[config.mk]
export PLATFORM = sky130hd
export DESIGN_NAME = conv_encoder_framer
export DESIGN_NICKNAME = d
export VERILOG_FILES = /design/src/rtl/conv_pkg.sv /design/src/rtl/conv_enc_core.sv /design/src/rtl/conv_encoder_framer.sv
export SDC_FILE = /design/constraint.sdc
export NUM_CORES = 1
export LEC_CHECK = 0
export CORE_UTILIZATION = 35
export DETAILED_ROUTE_END_ITERATION = 8
export SYNTH_ARGS = -nofsm -noshare
export SYNTH_HDL_FRONTEND = slang
export SYNTH_HIERARCHICAL = 1
export SYNTH_SLANG_ARGS = --single-unit
[constraint.sdc]
create_clock -name clk -period 3 [get_ports clk]
set_clock_uncertainty 0.2 [all_clocks]
set_input_delay 0.6 -clock clk [delete_from_list [all_inputs] [get_ports clk]]
set_output_delay 0.6 -clock clk [all_outputs]
set_load 0.02 [all_outputs]
[src/rtl/conv_pkg.sv]
// Shared defaults and types for the rate-1/2 convolutional encoder framer.
package conv_pkg;

  localparam int unsigned        K_DEF          = 4;
  localparam logic [K_DEF-1:0]   G0_DEF         = 4'b1111;
  localparam logic [K_DEF-1:0]   G1_DEF         = 4'b1101;
  localparam int unsigned        MAX_LEN_DEF    = 1024;
  localparam int unsigned        GAP_CYCLES_DEF = 4;

  // Encoded symbol {c1,c0}
  typedef logic [1:0] sym_t;

  typedef enum logic [1:0] {
    IDLE,
    DATA,
    TAIL,
    GAP
  } state_t;

endpackage

[src/rtl/conv_enc_core.sv]
// Shift register plus generator parity; sym is combinational from in_bit and sr.
module conv_enc_core
  import conv_pkg::*;
#(
  parameter int unsigned  K  = K_DEF,
  parameter logic [K-1:0] G0 = G0_DEF,
  parameter logic [K-1:0] G1 = G1_DEF
) (
  input  logic clk,
  input  logic rst,
  input  logic in_bit,
  input  logic load,
  input  logic clr,
  output sym_t sym
);

  localparam int unsigned SW = K - 1;

  logic [SW-1:0] sr;
  logic [K-1:0]  w;

  // Current bit sits in the top tap, sr[SW-1] is the most recent previous bit
  assign w   = {in_bit, sr};
  assign sym = {^(w & G1), ^(w & G0)};

  // Shift the new bit in at the top; clr forces the trellis back to state zero
  always_ff @(posedge clk) begin
    if (rst || clr) begin
      sr <= '0;
    end else if (load) begin
      sr <= SW'({in_bit, sr} >> 1);
    end
  end

endmodule

[src/rtl/conv_encoder_framer.sv]
// Frames a serial bit stream into terminated convolutional-code symbol bursts
// separated by idle gaps.
module conv_encoder_framer
  import conv_pkg::*;
#(
  parameter int unsigned  K          = K_DEF,
  parameter logic [K-1:0] G0         = G0_DEF,
  parameter logic [K-1:0] G1         = G1_DEF,
  parameter int unsigned  MAX_LEN    = MAX_LEN_DEF,
  parameter int unsigned  GAP_CYCLES = GAP_CYCLES_DEF
) (
  input  logic       clk,
  input  logic       rst,
  input  logic       s_valid,
  input  logic       s_data,
  input  logic       s_last,
  output logic       s_ready,
  output logic       m_valid,
  output logic [1:0] m_data,
  output logic       m_last,
  input  logic       m_ready,
  output logic       len_err
);

  localparam int unsigned CW = $clog2(MAX_LEN + 1);
  localparam int unsigned TW = (K > 2) ? $clog2(K - 1) : 1;
  localparam int unsigned GW = (GAP_CYCLES > 1) ? $clog2(GAP_CYCLES) : 1;

  state_t        state;
  logic [CW-1:0] bit_cnt;
  logic [CW-1:0] bit_cnt_nxt;
  logic [TW-1:0] tail_cnt;
  logic [GW-1:0] gap_cnt;
  logic          adv;
  logic          accept;
  logic          tail_step;
  logic          tail_last;
  logic          enc_load;
  logic          enc_in;
  logic          enc_clr;
  sym_t          sym;

  assign adv         = !m_valid || m_ready;
  assign s_ready     = adv && ((state == IDLE) || (state == DATA));
  assign accept      = s_valid && s_ready;
  assign tail_step   = adv && (state == TAIL);
  assign tail_last   = (tail_cnt == TW'(K - 2));
  assign enc_load    = accept || tail_step;
  assign enc_in      = accept ? s_data : 1'b0;
  assign enc_clr     = (state == GAP);
  assign bit_cnt_nxt = (state == IDLE) ? CW'(1) : bit_cnt + CW'(1);

  conv_enc_core #(
    .K  (K),
    .G0 (G0),
    .G1 (G1)
  ) u_core (
    .clk    (clk),
    .rst    (rst),
    .in_bit (enc_in),
    .load   (enc_load),
    .clr    (enc_clr),
    .sym    (sym)
  );

  // Framer FSM, frame counters and the single output register stage
  always_ff @(posedge clk) begin
    if (rst) begin
      state    <= IDLE;
      bit_cnt  <= '0;
      tail_cnt <= '0;
      gap_cnt  <= '0;
      m_valid  <= 1'b0;
      m_data   <= '0;
      m_last   <= 1'b0;
      len_err  <= 1'b0;
    end else begin
      len_err <= 1'b0;

      if (adv) begin
        m_valid <= enc_load;
        m_last  <= tail_step && tail_last;
        if (enc_load) begin
          m_data <= sym;
        end
      end

      case (state)
        IDLE, DATA: begin
          if (accept) begin
            bit_cnt <= bit_cnt_nxt;
            if (s_last || (bit_cnt_nxt == CW'(MAX_LEN))) begin
              state    <= TAIL;
              tail_cnt <= '0;
              len_err  <= !s_last;
            end else begin
              state <= DATA;
            end
          end
        end
        TAIL: begin
          if (adv) begin
            if (tail_last) begin
              state   <= GAP;
              gap_cnt <= '0;
            end else begin
              tail_cnt <= tail_cnt + TW'(1);
            end
          end
        end
        GAP: begin
          // Gap counting starts once the final tail symbol has left the output stage
          if (m_valid) begin
            if (m_ready && (GAP_CYCLES == 0)) begin
              state   <= IDLE;
              bit_cnt <= '0;
            end
          end else if (gap_cnt == GW'(GAP_CYCLES - 1)) begin
            state   <= IDLE;
            bit_cnt <= '0;
          end else begin
            gap_cnt <= gap_cnt + GW'(1);
          end
        end
        default: state <= IDLE;
      endcase
    end
  end

endmodule

==> out/qor.yml <==
run_status:
  outcome: "completed"
timing:
  finalMaxSlewViolations: 0
  layout_min_cycle_time_ns: 2.63
  finalSetupViolCount: 0
  period_share_pct: 87.8
  relSlewSlack_pct: 50.1
  rsz0062_at_grt: "no"
  worst_pin_slew_ns: 0.747
  tns_ns: 0
  hold_viol: 0
  fmax_ghz: 0.380
critical_path:
  crit_fanout: 2
  cp_slowest_cell: "clkdlybuf4s50_1"
  cp-start-kind: "primary input"
  r2r_slack_ns: 0.41
  critPathMaxStageDelay_ns: 0.61
  worstSetupPathType: "in -> out"
  cp_common_cell: "clkdlybuf4s50_1"
  end_kind: "output port"
  worstPathRequired_ns: 2.20
  crit_chain: "clkdlybuf4s50_1 -> nor2b_1 -> nor2_1 -> clkdlybuf4s50_1"
  cp.arrival_ns: 1.83
pwr:
  p_leak_nw: 0.610
  peakVddDrop_uv: 219
  power_density_mw_per_mm2: 419
  power_uw: 698
yosys:
  netlist_area_mm2: 0.00144
  synth-seq-cells: 25
  postSynthNetCount: 181
  seq_area_frac_synth_pct: 34.8
  synth.area.top_cells: "dfxtp_1 35%, nor2_1 6.3%, mux2i_1 5.6%"
  yosysTopAreaCellShare_pct: 34.8
  synth_top_area_cell: "dfxtp_1"
  synth_cell_types: 45
  synth_area_per_cell_um2: 8.35
  syn-instance-count: 172
  synth_async_sr_flop_share_pct: 0
  yosysWarnings: 6
  synth_flop_cell: "dfxtp_1"
  synth_edf_count: 0
global_route:
  grt_pass1_wl_um: 5790
  grt_use_total_pct: 17.2
  grt_overflow: 0
  antenna_found_initial: 0
  grt_pass1_vias: 1286
  grt_start_max_net_pins: 22
floorplanning:
  fp.dieH_um: 66.1
  start_util_pct: 37.8
  dieWidth_um: 66.1
  core_mm2: 0.00380
  row_count: 22
  ios: 12
  die_area_mm2: 0.00436
drt:
  vias_per_cell: 5.64
  num_vias: 1315
  drt_iter0_markers: 44
  ant_nets: 0
  drt_pass1_iterations: 4
  wl_per_cell_um: 14.7
  drc: 0
  finalWirelength_um: 3420
run:
  drv_cap: 0
clocking:
  clk_path_buf_depth: 2
  h-tree-depth: 1
  cts_sinks: 25
  cts_tree: "done"
  hold_buffers: 0
  ctsResizeCount: 0
  clkTransAtPathRegs_ns: 0.09
  numCtsBuffers: 3
  worst_skew_pair.late_latency_ns: 0.27
  root_buffer: "clkbuf_8"
  post-cts-setup-buffers: 0
layout:
  final_layout_size_suffix_gt1_share_pct: 10.3
  diodes: 0
  multi_input_area_um2: 875
  register_area_um2: 500
  fill_cells: 393
  final_cell_mix: "25 x dfxtp_1, 24 x nor2_1, 13 x a21oi_1, 11 x clkdlybuf4s50_1, 10 x o21ai_0"
  area_growth_pct: 16.0
  final_common_cell: "dfxtp_1"
  fin_util_pct: 43.9
  nets: 195
placed_design:
  dp_hpwl_um: 2490
  portBuffers: 11
  gp_congestion: 0.789
min_path:
  hold_path_class: "reg -> reg"
[synth_stat cells (5+ instances only)]
master and number:
inv_1 5, o21ai_0 10, or3_1 5, a21oi_1 13, nor3_1 7, nor3b_1 6, dfxtp_1 25, clkbuf_1 5
mux2i_1 8, nor2_1 24, nand2_1 6
[layer usage]
layer  up-vias  wire length [um]  part of all wire [%]  global-route usage (%)
li1        657                 -                     -                       -
met1       628              1580                    46                    20.2
met2        26              1670                    49                    30.2
met4         0                36                   1.1                    4.52
met3         4               127                   3.7                    5.17
met5         -                 0                     0                       0
[stage by stage]
step	hold WS, ns	instances	setup slack [ns]	cell area, um^2
floorplan	0.222	172	0.763	1440
global placement	0.239	229	0.357	1620
detailed placement	0.249	229	0.324	1620
CTS	0.269	233	0.343	1670
global route	0.285	233	0.245	1670
finish	0.274	233	0.366	1670
[sequential cells by signal, summed over array words and instances, names as in the netlist]
register / flops
len_err: 1
gap_cnt: 2
m_last: 1
u_core/sr: 3
state: 2
m_valid: 1
m_data: 2
bit_cnt: 11
tail_cnt: 2
[power breakdown]
| group | total [mW] | internal (mW) | switching (mW) |
|---|---|---|---|
| combinational | 0.128 | 0.0588 | 0.0690 |
| clock | 0.213 | 0.0974 | 0.115 |
| sequential | 0.358 | 0.343 | 0.0147 |
[cells by family after synthesis]
group	synth area share, %
xor gates and xnor gates	6.36
DFF	34.8
muxes	5.58
buffers and inverters	4.27
adders and majority gates	2.61
AOI/OAI and AO/OA	17.3
and+or+nand+nor	29.0
[path summary, 6_finish.rpt]
path	start	to	cells after the start
setup / recovery	m_ready	s_ready	4
hold / removal	tail_cnt[0]$_SDFFE_PP0P_	tail_cnt[0]$_SDFFE_PP0P_	1
setup reg to reg	bit_cnt[0]$_SDFFE_PP0P_	tail_cnt[0]$_SDFFE_PP0P_	6
hold reg to reg	tail_cnt[0]$_SDFFE_PP0P_	tail_cnt[0]$_SDFFE_PP0P_	1
[worst max-delay path: cells and delay by family]
| kind | cells | cell delay [ns] |
|---|---|---|
| buf+inv | 2 | 1.07 |
| simple gates | 2 | 0.15 |
[final cells by class]
cell class              instances  share of cell area (%)
clock buffers                   3                    2.48
clock inverters                 1                   0.526
inverters                       5                    1.13
multi-input cells             133                    52.5
flip-flops and latches         25                    30.0
well taps                      48                    3.60
repair buffers                 18                    9.76
Power figures use the tool's default switching activity.
